--- src/rtl/ssio_ddr_in_deser_pkg.sv ---
// rtl/ssio_ddr_in_deser_pkg.sv - shared widths and mode encoding for the DDR input deserialiser
//
// Purpose: word width, lane buffer capacity and buffer count width derived from
// RATIO, plus the DDR/SDR mode encoding.
package ssio_ddr_in_deser_pkg;

    typedef enum logic {
        MODE_DDR = 1'b0,
        MODE_SDR = 1'b1
    } ssio_mode_e;

    // Bits per lane word: two bits per clock over RATIO clocks.
    function automatic int word_w(input int ratio);
        return 2 * ratio;
    endfunction

    // Lane buffer capacity in bits.
    function automatic int cap_w(input int ratio);
        return 2 * word_w(ratio);
    endfunction

    // Width of a count that spans 0..capacity inclusive.
    function automatic int cnt_w(input int ratio);
        return $clog2(cap_w(ratio) + 1);
    endfunction

endpackage

--- src/rtl/bsg_link_iddr_phy.sv ---
// rtl/bsg_link_iddr_phy.sv - DDR input capture cell producing a rising/falling bit pair
//
// Purpose: samples each data bit on both clock edges and presents them as a pair.
// Ports:
//   clk_i     forwarded receive clock
//   data_i    pad data, width_p bits
//   data_r_o  {falling-edge bits, rising-edge bits}; the low half is the older bit
module bsg_link_iddr_phy #(
    parameter int width_p = 1
) (
    input  logic                   clk_i,
    input  logic [width_p-1:0]     data_i,
    output logic [2*width_p-1:0]   data_r_o
);

    logic [width_p-1:0] rise_q;
    logic [width_p-1:0] fall_q;

    always_ff @(posedge clk_i) begin
        rise_q <= data_i;
    end

    always_ff @(negedge clk_i) begin
        fall_q <= data_i;
    end

    // Both halves are stable from the falling edge until the next rising edge,
    // which is where the consumer samples the pair.
    assign data_r_o = {fall_q, rise_q};

endmodule

--- src/rtl/ssio_ddr_lane_buf.sv ---
// rtl/ssio_ddr_lane_buf.sv - per-lane bit buffer with slip-aware append and W-bit pop
//
// Purpose: collects one lane's bits (oldest at bit 0), reports when a full word
// is available after this cycle's append and removes it when told to pop.
// Ports:
//   clk_i, reset_i  clock and synchronous active-high reset
//   q1_i, q2_i      rising-edge (older) and falling-edge bits for this cycle
//   sdr_mode_i      1 = take q1 only
//   bitslip_i       drop one bit this cycle
//   flush_i         discard buffer contents and this cycle's bits
//   pop_i           remove the oldest W bits this cycle
//   ready_o         post-append count >= W
//   word_o          oldest W bits of the post-append buffer
//   ovf_o           this cycle's append lost bits to a full buffer
module ssio_ddr_lane_buf
    import ssio_ddr_in_deser_pkg::*;
#(
    parameter int RATIO = 4
) (
    input  logic                 clk_i,
    input  logic                 reset_i,
    input  logic                 q1_i,
    input  logic                 q2_i,
    input  logic                 sdr_mode_i,
    input  logic                 bitslip_i,
    input  logic                 flush_i,
    input  logic                 pop_i,
    output logic                 ready_o,
    output logic [2*RATIO-1:0]   word_o,
    output logic                 ovf_o
);

    localparam int W   = word_w(RATIO);
    localparam int CAP = cap_w(RATIO);
    localparam int CW  = cnt_w(RATIO);

    logic [CAP-1:0] buf_q;
    logic [CAP-1:0] buf_app;
    logic [CAP-1:0] buf_d;
    logic [CW-1:0]  cnt_q;
    logic [CW-1:0]  cnt_app;
    logic [CW-1:0]  cnt_d;
    logic [CW:0]    cnt_sum;
    logic [1:0]     app_bits;
    logic [1:0]     app_n;

    // Bits to append, packed oldest-first from bit 0, unused positions zero.
    always_comb begin
        app_bits = 2'b00;
        app_n    = 2'd0;
        if (sdr_mode_i == MODE_SDR) begin
            if (!bitslip_i) begin
                app_bits = {1'b0, q1_i};
                app_n    = 2'd1;
            end
        end else if (bitslip_i) begin
            app_bits = {1'b0, q2_i};
            app_n    = 2'd1;
        end else begin
            app_bits = {q2_i, q1_i};
            app_n    = 2'd2;
        end
    end

    // Buffer positions at and above the count are always zero, so an append
    // is an OR at the count offset; bits shifted past CAP are the dropped excess.
    always_comb begin
        cnt_sum = {1'b0, cnt_q} + (CW+1)'(app_n);
        ovf_o   = 1'b0;
        if (flush_i) begin
            buf_app = '0;
            cnt_app = '0;
        end else begin
            buf_app = buf_q | (CAP'(app_bits) << cnt_q);
            if (cnt_sum > (CW+1)'(CAP)) begin
                cnt_app = CW'(CAP);
                ovf_o   = 1'b1;
            end else begin
                cnt_app = cnt_sum[CW-1:0];
            end
        end
    end

    assign ready_o = (cnt_app >= CW'(W));
    assign word_o  = buf_app[W-1:0];

    always_comb begin
        if (pop_i) begin
            buf_d = buf_app >> W;
            cnt_d = cnt_app - CW'(W);
        end else begin
            buf_d = buf_app;
            cnt_d = cnt_app;
        end
    end

    always_ff @(posedge clk_i) begin
        if (reset_i) begin
            buf_q <= '0;
            cnt_q <= '0;
        end else begin
            buf_q <= buf_d;
            cnt_q <= cnt_d;
        end
    end

endmodule

--- src/rtl/ssio_ddr_in_deser.sv ---
// rtl/ssio_ddr_in_deser.sv - multi-lane source-synchronous DDR input deserialiser
//
// Purpose: captures WIDTH DDR lanes, assembles each into 2*RATIO-bit words and
// emits all lanes together on a single valid pulse.
// Ports:
//   clk_i       forwarded receive clock
//   reset_i     synchronous active-high reset
//   ddr_i       pad data, one bit per lane
//   sdr_mode_i  0 = DDR, 1 = SDR (rising-edge bit only)
//   bitslip_i   per-lane one-bit slip request
//   data_o      lane n word at data_o[n*W +: W], bit 0 oldest; held between pulses
//   valid_o     one-cycle pulse for a new data_o
//   overflow_o  sticky lane buffer overflow
module ssio_ddr_in_deser
    import ssio_ddr_in_deser_pkg::*;
#(
    parameter int WIDTH = 1,
    parameter int RATIO = 4
) (
    input  logic                       clk_i,
    input  logic                       reset_i,
    input  logic [WIDTH-1:0]           ddr_i,
    input  logic                       sdr_mode_i,
    input  logic [WIDTH-1:0]           bitslip_i,
    output logic [WIDTH*2*RATIO-1:0]   data_o,
    output logic                       valid_o,
    output logic                       overflow_o
);

    localparam int W = word_w(RATIO);

    logic               mode_q;
    logic               mode_change;
    logic               emit;
    logic [WIDTH-1:0]   lane_ready;
    logic [WIDTH-1:0]   lane_ovf;
    logic [WIDTH*W-1:0] lane_words;

    // A mode change flushes every lane, so lane_ready is already low then;
    // gating emit keeps the intent explicit.
    assign mode_change = (sdr_mode_i != mode_q);
    assign emit        = (&lane_ready) & ~mode_change;

    for (genvar n = 0; n < WIDTH; n++) begin : g_lane
        logic [1:0] pair;

        bsg_link_iddr_phy #(
            .width_p (1)
        ) u_iddr (
            .clk_i    (clk_i),
            .data_i   (ddr_i[n]),
            .data_r_o (pair)
        );

        ssio_ddr_lane_buf #(
            .RATIO (RATIO)
        ) u_buf (
            .clk_i      (clk_i),
            .reset_i    (reset_i),
            .q1_i       (pair[0]),
            .q2_i       (pair[1]),
            .sdr_mode_i (sdr_mode_i),
            .bitslip_i  (bitslip_i[n]),
            .flush_i    (mode_change),
            .pop_i      (emit),
            .ready_o    (lane_ready[n]),
            .word_o     (lane_words[n*W +: W]),
            .ovf_o      (lane_ovf[n])
        );
    end

    always_ff @(posedge clk_i) begin
        if (reset_i) begin
            mode_q     <= MODE_DDR;
            data_o     <= '0;
            valid_o    <= 1'b0;
            overflow_o <= 1'b0;
        end else begin
            mode_q     <= sdr_mode_i;
            valid_o    <= emit;
            overflow_o <= overflow_o | (|lane_ovf);
            if (emit) begin
                data_o <= lane_words;
            end
        end
    end

endmodule

--- config.mk ---
export PLATFORM = sky130hd
export DESIGN_NAME = ssio_ddr_in_deser
export DESIGN_NICKNAME = d
export VERILOG_FILES = /design/src/rtl/ssio_ddr_in_deser_pkg.sv /design/src/rtl/bsg_link_iddr_phy.sv /design/src/rtl/ssio_ddr_lane_buf.sv /design/src/rtl/ssio_ddr_in_deser.sv
export SDC_FILE = /design/constraint.sdc
export NUM_CORES = 1
export LEC_CHECK = 0
export BUFFER_PORTS_ARGS = -buffer_cell sky130_fd_sc_hd__buf_2
export CAP_MARGIN = 5
export CORE_UTILIZATION = 44
export DETAILED_ROUTE_END_ITERATION = 8
export PLACE_DENSITY = 0.69
export SYNTH_ARGS = -nofsm -noshare
export SYNTH_HDL_FRONTEND = slang
export SYNTH_SLANG_ARGS = --single-unit
--- constraint.sdc ---
create_clock -name clk_i -period 3.2 [get_ports clk_i]
set_input_delay 0.64 -clock clk_i [delete_from_list [all_inputs] [get_ports clk_i]]
set_output_delay 0.64 -clock clk_i [all_outputs]
set_load 0.005 [all_outputs]
# --- Yosys cells after proc, flatten, opt, wreduce, memory -nomap -nowiden ---
# Cells that the tools add are included.
# Widths: inputs -> output; s select.
classes:
  n_shift: 1
  order_cmp: 2
  mux: 13
  n_eq_ne: 1
  reduce_logical: 1
  addsub: 2
  bitwise_logic: 4
ops:
  columns: ["operator", "n"]
  rows:
  - ["$mux 16", 1]
  - ["$or 16x16->16", 1]
  - ["$shl 2x5->16", 1]
  - ["$mux 5", 3]
  - ["$mux 2", 4]
  - ["$mux 8", 1]
  - ["$add 5x2->6", 1]
  - ["$gt 6x5->1 const B", 1]
  - ["$ge 5x4->1 const B", 1]
  - ["$sub 5x4->5 const B", 1]
  - ["$mux 1", 4]
  - ["$reduce_or 2->1", 1]
  - ["$and 1x1->1", 1]
  - ["$ne 1x1->1", 1]
  - ["$not 1->1", 1]
  - ["$or 1x1->1", 1]
word_totals:
  word_cells: 33
  in_bits: 5
  reg_bits: 34
  out_inout_bits: 10

# --- Longest topological paths before layout ---
logic_depth:
  depth_word: 9
  mapped_depth: 13
  depth_no_buf: 13

# --- Hierarchy ---
# A second synthesis with hierarchy kept.
hier_totals:
  cells_unflattened: 189
  hier_area_um2: 1727.9
by_module_without_submodules:
  columns: ["mod", "cells_per_inst", "n_inst", "seq_area_each_um2", "area_each_um2"]
  rows:
  - ["ssio_ddr_lane_buf", 138, 1, 420.4, 1214.9]
  - ["ssio_ddr_in_deser", 46, 1, 220.2, 454.2]
  - ["bsg_link_iddr_phy", 5, 1, 40.0, 58.8]

==> results.md <==
Status:
- The flow ran to the end, and the final reports show no timing, DRC or antenna violations.

GRT:
- The sum of overflow across all layers after global routing is 0.
- For this run, the total global-route usage over all layers was measured as a little over a fifth.
- The initial antenna violation count is 0.
- The largest net degree at the start of global routing is 27.
- The global-route wire length before repair is between 5000 and 6000 um.
- The via count of the first global-routing pass is 1280.

Critical path:
- The critical path endpoint category is a register.
- STA classifies the critical path startpoint as a register.
- The minimum setup slack among reg-to-reg paths is 0.14 ns.
- The peak per-stage delay on the critical path is 0.38 ns.
- The most critical setup path has its startpoint at g_lane[0].u_iddr.fall_q.
- The launching point of the worst reg2reg path is g_lane[0].u_iddr.fall_q.
- The type of the worst setup path is register to register.
- STA puts the critical path data required time at 3.47 ns.
- The reg-to-reg critical path endpoint is data_o[5].
- The arrival time at the worst endpoint is 3.33 ns.
- Counting both buffers and inverters, the worst setup path holds a total of 0.
- Traced cell by cell, the critical path runs through nand2b_1, o32ai_1, nor2b_4, a21oi_1, o21ai_0.
- The slowest stage of the critical path belongs to the cell o32ai_1.
- The cell class contributing the biggest share of worst-path delay is compound AO/OA/AOI/OAI gates.
- Along the worst path, the maximum fanout reaches 4.
- Counting cells, the worst reg-to-reg path comes to 5.

CTS:
- The clock latency on the worst-skew pair is between 0.3 and 0.4 ns.
- Counting the buffers created by CTS gives 5.
- Clock tree synthesis selected as its root buffer the cell clkbuf_4.
- The TritonCTS clock tree is yes.
- The number of setup buffers added after CTS is 0.
- The count of cells resized by post-cts repair is 0.
- Clock tree synthesis found a total of 34 sinks.
- The longest clock path from root to sink contains 2 buffers.
- The clock-pin transition on the worst setup and hold timing paths is approximately 0.11 ns.
- The clock tree synthesis step divided the H-tree into 2 levels.
- Hold repair after CTS inserted 0 buffers.

Final layout:
- The library cell used most frequently in the layout, excluding fill and tap cells, is dfxtp_1.
- The count of cells in the finished layout, fillers not included, comes to between 200 and 250.
- In the layout the commonest cells are 34 x dfxtp_1, 17 x nor2_1, 16 x a21oi_1.
- The area growth from synthesis to layout is 18.9%.
- Summing all multi-input logic gate instances after layout gives between 800 and 900 um^2.
- The antenna diode count is 0.
- The area taken by flip-flops and latches is roughly 700 um^2.
- The net count of the finished layout is 207.
- The share of layout cells above drive strength 1 is 22.2%.
- The layout has around 310 filler cells.

Routing:
- The total iterations of the first detailed-routing run is 4.
- The highest layer used for signal routing is met4.
- The initial detailed-routing violation count is 41.
- The routed layout has 1311 vias.
- The final routed DRC violation total is 0.
- The total wirelength of the detailed-routed design is 3360 um.
- The number of antenna-violating nets in the routed design is 0.
- In the detailed route, the total length drawn on met3 is 149 um.
- After detailed routing, the wire length on met1 is about 1500 um.
- Dividing the detail-routed wire length by the instance count gives 13.8 um.
- After detailed routing, the number of vias per cell comes to 5.37.
- The routed design uses 1640 um of met2 wire.

Timing:
- The count of final hold-check violations came to 0.
- The total negative slack is 0 ns.
- The worst slew margin relative to its limit is between 50% and 60%.
- The hold slack is ~0.42 ns.
- The max-slew violation count is 0.
- The final critical-path setup slack is about 0.14 ns.
- The final setup skew is 0.0450 ns.
- The transition at the pin with the smallest max-transition slack is 0.741 ns.
- The number of failing setup endpoints in the final timing report is 0.

Logic synthesis:
- The net count after synthesis is between 150 and 200.
- The number of different library cells in the post-synthesis netlist is 45.
- During synthesis, Yosys emitted a total of 0 warnings.
- In this run the mean area of a mapped cell was 9.24 um^2.
- The count of mapped cells out of synthesis is 170.
- Yosys attributes the largest share of cell area to dfxtp_1 43%, a21oi_1 5.1%, nor2b_1 4.4%.
- dfxtp_1 takes more of the synthesized area than any other cell.
- Counting flops with a built-in enable in the synthesized netlist gives 0.
- The most instantiated flip-flop cell in the synthesis netlist is dfxtp_1.
- The post-synthesis instance area is 0.00157 mm^2.
- The top cell type's share of synthesized area is roughly 43%.
- The async set-or-reset flop fraction in the synthesized netlist is 0%.
- The register bit total from synthesis is 34.
- The sequential-to-total area share from yosys stat is 43.3%.

Worst hold path:
- The startpoint identified for the worst hold timing path is ddr_i.
- Counting instances, the worst hold path has a depth of 1.
- The destination of the worst hold path is g_lane[0].u_iddr.rise_q.
- The kind of path behind the tightest hold check is input pin to register.

Place:
- Detailed placement finished with a half-perimeter wire length of 2440 um.
- Port buffering added 14 buffers.
- OpenSTA, run right after detailed placement, puts the worst setup slack at -0.137 ns.
- The placer's final routability congestion estimate is 0.803.
- The number of placed instances, taps included, is 236.

Power:
- The switching share of power is between 20 and 25%.
- The cell-internal power is 730 uW.
- The clock network burns 44.8% of the power.
- The total power draw is 935 uW.
- The worst-case IR drop observed on VDD is 0.000296 V.
- For this design the total switching power over the nets is approximately 200 uW.
- The fraction of power consumed by sequential logic is 46.7%.
- The combinational share of power is 8.5%.
- The power density relative to cell area is approximately 500 mW/mm^2.
- The leakage power figure is 0.000765 uW.

Floorplanning:
- The die is roughly 62 um wide.
- The top-level port count is 15.
- The die area is 0.00381 mm^2.
- Once the floorplan was initialized, standard cells occupied between 40% and 50% of the core.
- The floorplan has 21 rows.
- In this run the standard cell core region covers 0.00339 mm^2.
- From bottom edge to top edge, the die measures 61.7 um.

Flow run:
- Across the run, the number of max-cap violations was 0.
[worst max path at each step]
stage | depth (start not counted) | slack [ns] | end
CTS | 5 | 0.05 | data_o[5]
finish | 5 | 0.14 | data_o[5]
global placement | 13 | -0.01 | g_lane[0].u_buf.buf_q[4]
floorplan | 12 | 0.16 | data_o[6]
global route | 5 | -0.02 | data_o[7]
detailed placement | 13 | -0.14 | g_lane[0].u_buf.buf_q[4]
[cell usage after synthesis (3+ instances only)]
master / number
dfxtp_1: 34
nor2_1: 17
a21oi_1: 16
nor2b_1: 11
inv_1: 7
o21ai_0: 7
nand2_1: 5
nand2b_1: 5
ha_1: 4
o22ai_1: 4
and2_1: 3
and3_1: 3
clkbuf_1: 3
nand3_1: 3
nor3b_1: 3
or3b_2: 3
xnor2_1: 3
[sequential cells by signal, indices dropped and copies added, names as in the netlist]
| register | count |
|---|---|
| data_o | 8 |
| g_lane.u_buf.buf_q | 16 |
| g_lane.u_buf.cnt_q | 5 |
| g_lane.u_iddr.fall_q | 1 |
| g_lane.u_iddr.rise_q | 1 |
| mode_q | 1 |
| overflow_o | 1 |
| valid_o | 1 |
[power groups by stage]
| stage | clock network, uW | logic [uW] | registers (uW) |
|---|---|---|---|
| 2_1_floorplan | 3.91 | 49.9 | 444 |
| 3_3_place_gp | 3.91 | 74.2 | 445 |
| 3_5_place_dp | 3.91 | 76.8 | 446 |
| 4_1_cts | 424 | 77.2 | 437 |
| 5_1_grt | 446 | 88.3 | 439 |
| 6_report | 419 | 79.4 | 437 |
[cell families (layout without fill, tap and decap cells)]
kind of cell	count (synthesis)	in the layout	synth area share, %
compound gates	48	48	20.9
fa+ha+maj	5	5	4.46
simple gates	64	64	23.4
mux	2	2	1.27
flops	34	34	43.3
buf+inv	12	40	3.82
xor+xnor	5	5	2.79
[metrics by stage]
stage	utilization, %	instance area, um^2
3_5_place_dp	51.5	1750
2_1_floorplan	-	1570
4_1_cts	54.8	1860
3_3_place_gp	51.5	1750
6_report	55.1	1870
5_1_grt	55.1	1870
[layer usage]
| metal | up-vias | global-route usage, % |
|---|---|---|
| li1 | 664 | - |
| met1 | 613 | 26.1 |
| met2 | 28 | 34.9 |
| met3 | 6 | 7.04 |
| met4 | 0 | 7.62 |
| met5 | - | 0 |
[layout make-up]
cell class	count	area share [%]
multi-input combinational	124	44.9
sequential	34	36.5
timing repair buffer	25	8.18
clock inverter	3	3.42
tap	46	3.08
clock buffer	6	2.75
inverter	6	1.21
(Power assumes the default switching activity.)
